File: src/rtl/ah_range_decoder.sv
// Programmable range decoder: matches each accepted field against NUM_CLIENTS
// inclusive ranges and registers a priority-resolved select. Error counter is
// built only when AH_RANGE_DEC_ERR_CNT_EN is defined.
module ah_range_decoder #(
  parameter int FIELD_W     = 10,
  parameter int NUM_CLIENTS = 20,
  parameter int IDX_W       = $clog2(NUM_CLIENTS)
) (
  input  logic                   clk,
  input  logic                   rst_n,
  input  logic                   cfg_we,
  input  logic [IDX_W-1:0]       cfg_idx,
  input  logic [FIELD_W-1:0]     cfg_bom,
  input  logic [FIELD_W-1:0]     cfg_tom,
  input  logic                   cfg_ena,
  input  logic                   in_valid,
  output logic                   in_ready,
  input  logic [FIELD_W-1:0]     in_field,
  output logic                   out_valid,
  input  logic                   out_ready,
  output logic [NUM_CLIENTS-1:0] out_onehot,
  output logic [IDX_W-1:0]       out_bin,
  output logic                   out_multi,
  output logic                   out_err,
  output logic [15:0]            err_cnt,
  input  logic                   err_cnt_clr
);

  typedef struct packed {
    logic               ena;
    logic [FIELD_W-1:0] bom;
    logic [FIELD_W-1:0] tom;
  } entry_t;

  entry_t rng_tbl [NUM_CLIENTS];

  // NOTE: the table is plain flops, so it is reset like any other state; a
  // mid-operation reset must leave every range disabled and non-matching.
  always_ff @(posedge clk or negedge rst_n) begin
    if (!rst_n) begin
      for (int i = 0; i < NUM_CLIENTS; i++)
        rng_tbl[i] <= '{ena: 1'b0, bom: '1, tom: '0};
    end else if (cfg_we) begin
      // Indices >= NUM_CLIENTS match no entry and are dropped here.
      for (int i = 0; i < NUM_CLIENTS; i++)
        if (cfg_idx == IDX_W'(i))
          rng_tbl[i] <= '{ena: cfg_ena, bom: cfg_bom, tom: cfg_tom};
    end
  end

  logic [NUM_CLIENTS-1:0] match;

  always_comb begin
    for (int i = 0; i < NUM_CLIENTS; i++)
      match[i] = rng_tbl[i].ena && (in_field >= rng_tbl[i].bom) &&
                 (in_field <= rng_tbl[i].tom);
  end

  logic [NUM_CLIENTS-1:0] dec_onehot;
  logic [IDX_W-1:0]       dec_bin;
  logic                   dec_multi;
  logic                   found;

  // NOTE: blocking assignments in combinational logic; 'found' must carry the
  // result of earlier iterations into later ones within the same evaluation.
  always_comb begin
    dec_onehot = '0;
    dec_bin    = '0;
    dec_multi  = 1'b0;
    found      = 1'b0;
    for (int i = 0; i < NUM_CLIENTS; i++) begin
      if (match[i] && found)
        dec_multi = 1'b1;
      if (match[i] && !found) begin
        dec_onehot[i] = 1'b1;
        dec_bin       = IDX_W'(i);
      end
      found = found | match[i];
    end
  end

  logic accept;

  assign in_ready = ~out_valid | out_ready;
  assign accept   = in_valid & in_ready;

  // NOTE: sequential state uses non-blocking assignments so every register
  // samples pre-edge values regardless of statement order.
  always_ff @(posedge clk or negedge rst_n) begin
    if (!rst_n) begin
      out_valid  <= 1'b0;
      out_onehot <= '0;
      out_bin    <= '0;
      out_multi  <= 1'b0;
      out_err    <= 1'b0;
    end else if (accept) begin
      out_valid  <= 1'b1;
      out_onehot <= dec_onehot;
      out_bin    <= dec_bin;
      out_multi  <= dec_multi;
      out_err    <= ~found;
    end else if (out_ready) begin
      out_valid  <= 1'b0;
    end
  end

`ifdef AH_RANGE_DEC_ERR_CNT_EN
  logic [15:0] cnt_q;

  always_ff @(posedge clk or negedge rst_n) begin
    if (!rst_n)
      cnt_q <= '0;
    else if (err_cnt_clr)
      cnt_q <= '0;
    else if (out_valid && out_ready && out_err && (cnt_q != 16'hFFFF))
      cnt_q <= cnt_q + 16'd1;
  end

  assign err_cnt = cnt_q;
`else
  logic unused_clr;

  assign unused_clr = err_cnt_clr;
  assign err_cnt    = '0;
`endif

endmodule

File: config.mk
export PLATFORM = sky130hd
export DESIGN_NAME = ah_range_decoder
export DESIGN_NICKNAME = d
export VERILOG_FILES = /design/src/rtl/ah_range_decoder.sv
export SDC_FILE = /design/constraint.sdc
export NUM_CORES = 1
export LEC_CHECK = 0
export BUFFER_PORTS_ARGS = -buffer_cell sky130_fd_sc_hd__buf_2
export CAP_MARGIN = 30
export CELL_PAD_IN_SITES_DETAIL_PLACEMENT = 2
export CELL_PAD_IN_SITES_GLOBAL_PLACEMENT = 2
export CORE_UTILIZATION = 42
export CTS_CLUSTER_SIZE = 12
export DETAILED_ROUTE_END_ITERATION = 6
export PLACE_DENSITY = 0.8
export SLEW_MARGIN = 20
export SYNTH_ARGS = -nofsm -noshare
export SYNTH_HDL_FRONTEND = slang
export SYNTH_SLANG_ARGS = --single-unit
export TNS_END_PERCENT = 1
File: constraint.sdc
create_clock -name clk -period 4 [get_ports clk]
set_clock_uncertainty 0.1 [all_clocks]
set_input_delay 0.4 -clock clk [delete_from_list [all_inputs] [get_ports clk]]
set_output_delay 0.4 -clock clk [all_outputs]
set_load 0.01 [all_outputs]
==> results.ini <==
[critical_path]
worstReg2RegStart=rng_tbl[412]
crit_required_ps=4370
cp-endpoint=out_multi
cp-start-kind=flop
cpMaxStageDelayCell=dfstp_2
r2r_slack_ps=300
cpPeakStageDelay_ps=530
critPathMaxFanout=9
cp_cell_sequence=inv_1, ha_1, a211o_1, a21oi_1, o21ai_1, o211ai_2, o32ai_2, nor3_4, nand3_1, maj3_1, o211ai_1, a41oi_1
startpoint=rng_tbl[412]
reg2reg_depth=12
cp.arrival_ps=4060
end_kind=flop
path_class=reg2reg
reg2reg_to=out_multi

[logic_synthesis]
synth_top_family_by_area=adder cells
synth_warnings=0
synth_xor_area_share_pct=0
ys.flop_type=dfrtp_1
synth.area.mux_share_pct=12.2
synthDistinctLibCells=72
syn_area_um2=27100
ys_seq_area_share_pct=42.3
synth-seq-cells=448
synth_area_leaders=dfrtp_1, dfstp_2, ha_1
synth-simple-area-share_pct=8.71
synthAdderAreaFrac_pct=18.6
synth_edf_count=0
syn-instance-count=2627
syn_area_per_cell_um2=10.3
synth-compound-area-share_pct=11.0
synth_top_area_share_pct=22.9
async_reset_ff_share_pct=100
yosysTopAreaCell=dfrtp_1

[placement]
io_buffers=69
post-place-ws_ps=-51.9
gp_congestion=0.804
hpwl_mm=62.3

[floorplanning]
core_area_um2=63400
io_pins=87
start_util_pct=42.8
die_h_um=256
rows=92
die_area_um2=65600
die_w_um=256

[final_layout]
final_cell_mix=ha_1, inv_1, mux2_2
drive_gt1_share_pct=27.1
fin_nets=3184
fill_cells=6426
area_delta_synth_final_pct=13.7
mostFrequentLayoutCell=ha_1
regArea_um2=11500
multi_input_area_um2=13800

[detailed_routing]
vias_per_cell=5.78
drc=0
first_pass_iters=5
drt_wl_total_mm=98.8
drtAntennaViolNets=0
via_count=21004
wl_per_cell_um=27.2
drt_iter0_drc=951

[global_routing]
grt_max_degree=112
grt_pass1_vias=24294
grt_pass1_wl_mm=147
antenna_found_initial=8
gr-usage-all-layers_pct=29.4
grt.overflow.total=0

[sta]
timing.fmax_ghz=0.270
fin_crit_sh_pct=92.4
rsz0062_at_grt=false
slew_violations=0
hold_viol=0
tightest_slew_ps=1040
slew_headroom_pct=30.4
setup_viol=0
period_minus_slack_ps=3700
fin_ws_ps=302
tns_ps=0

[clock_tree]
post_cts_resize_count=0
clock_path_buffers=3
cts_buffers=53
clk_pin_slew_worst_paths_ps=70
clk-insertion-delay-late_ps=620
cts.sinks=448
cts_tree=yes
clockRootBuffer=clkbuf_16
h-tree-depth=2

[run_status]
run_status=finished, final reports clean

[power_and_ir_drop]
p_leak_nw=14.6
power_density_nw_per_um2=510
vdd_drop_max_uv=335

[job]
cap_viol_max_count=0

[min_path]
min_path_type=in2reg

==> kinds of logic (layout without fill, tap and decap cells) <==
group,after synthesis,after routing
buf+inv,507,648
simple gates,487,487
compound gates,486,486
flops,448,448
fa+ha+maj,403,403
mux,295,295
other cells,1,19
==> cells in the mapped netlist (7+ instances only) <==
cell type  number
nand4_1        44
o21ai_0       201
nor2_1         63
nand3_1        34
a21oi_1        96
o31ai_1        11
nor3_1         28
nand2_1       223
and3_1          7
buf_4          16
mux2_2        295
inv_1         389
clkbuf_1       96
dfstp_2       200
nand3b_1        7
and4_1          7
o21ai_1        15
ha_1          400
a211oi_1       27
a21o_1         35
o21a_1         21
a2111oi_0       9
nand2b_1       24
o211ai_1       13
nor2b_1        24
dfrtp_1       248
==> per-layer routing <==
metal	routed length [um]	global-route usage [%]	part of all wire [%]
met5	15	0	0.015
met4	4580	13.2	4.6
met3	3690	3.57	3.7
met2	51000	53.4	52
met1	39500	34.4	40
==> power by group <==
| part | switching (mW) | internal (mW) |
|---|---|---|
| Clock | 2.07 | 2.78 |
| Sequential | 0.490 | 5.77 |
| Combinational | 2.67 | 1.94 |
| Total | 5.22 | 10.5 |
==> critical path: cells and delay by family (launching register included) <==
family	cells	cell delay [ps]
flops	1	530
simple gates	2	700
compound gates	7	1420
fa+ha+maj	2	740
buf+inv	1	40
==> repair_timing <==
| action | 4_1_cts | 5_1_grt |
|---|---|---|
| hold buffers | 2 | 0 |
| hold endpoints to repair | 40 | 0 |
| setup buffers | 0 | 0 |
==> per-stage QoR <==
| stage | util [%] | power [mW] | cell area, um^2 | instances | hold slack (ps) |
|---|---|---|---|---|---|
| floorplan | - | 8.96 | 27200 | 2642 | 4.41 |
| global placement | 45.6 | 10.1 | 28900 | 3519 | 328 |
| detailed placement | 45.7 | 10.7 | 29000 | 3523 | 340 |
| CTS | 48.4 | 15.7 | 30700 | 3621 | 19.6 |
| global route | 48.6 | 16.5 | 30800 | 3630 | 72.3 |
| finish | 48.6 | 15.7 | 30800 | 3632 | 51.1 |
==> registers in the layout, indices dropped and copies added (netlist names) <==
name	count
rng_tbl	420
out_onehot	20
out_bin	5
out_err	1
out_multi	1
out_valid	1
==> worst min path at each step <==
stage	from	cells past startpoint	to
after floorplan	rst_n	0	out_bin[0]
after global placement	rst_n	1	rng_tbl[176]
after detailed placement	rst_n	1	rng_tbl[176]
after CTS	out_ready	3	out_valid
after global routing	out_ready	3	out_valid
final	out_ready	3	out_valid
==> cell type report <==
cell class | instances | area share, %
clock inverters | 10 | 0.252
multi-input cells | 1687 | 44.7
well taps | 846 | 3.43
diodes | 3 | 0.0244
repair buffers | 163 | 4.48
clock buffers | 86 | 5.20
inverters | 389 | 4.74
flip-flops and latches | 448 | 37.2
Note: power is estimated with default switching activity, not from simulation.
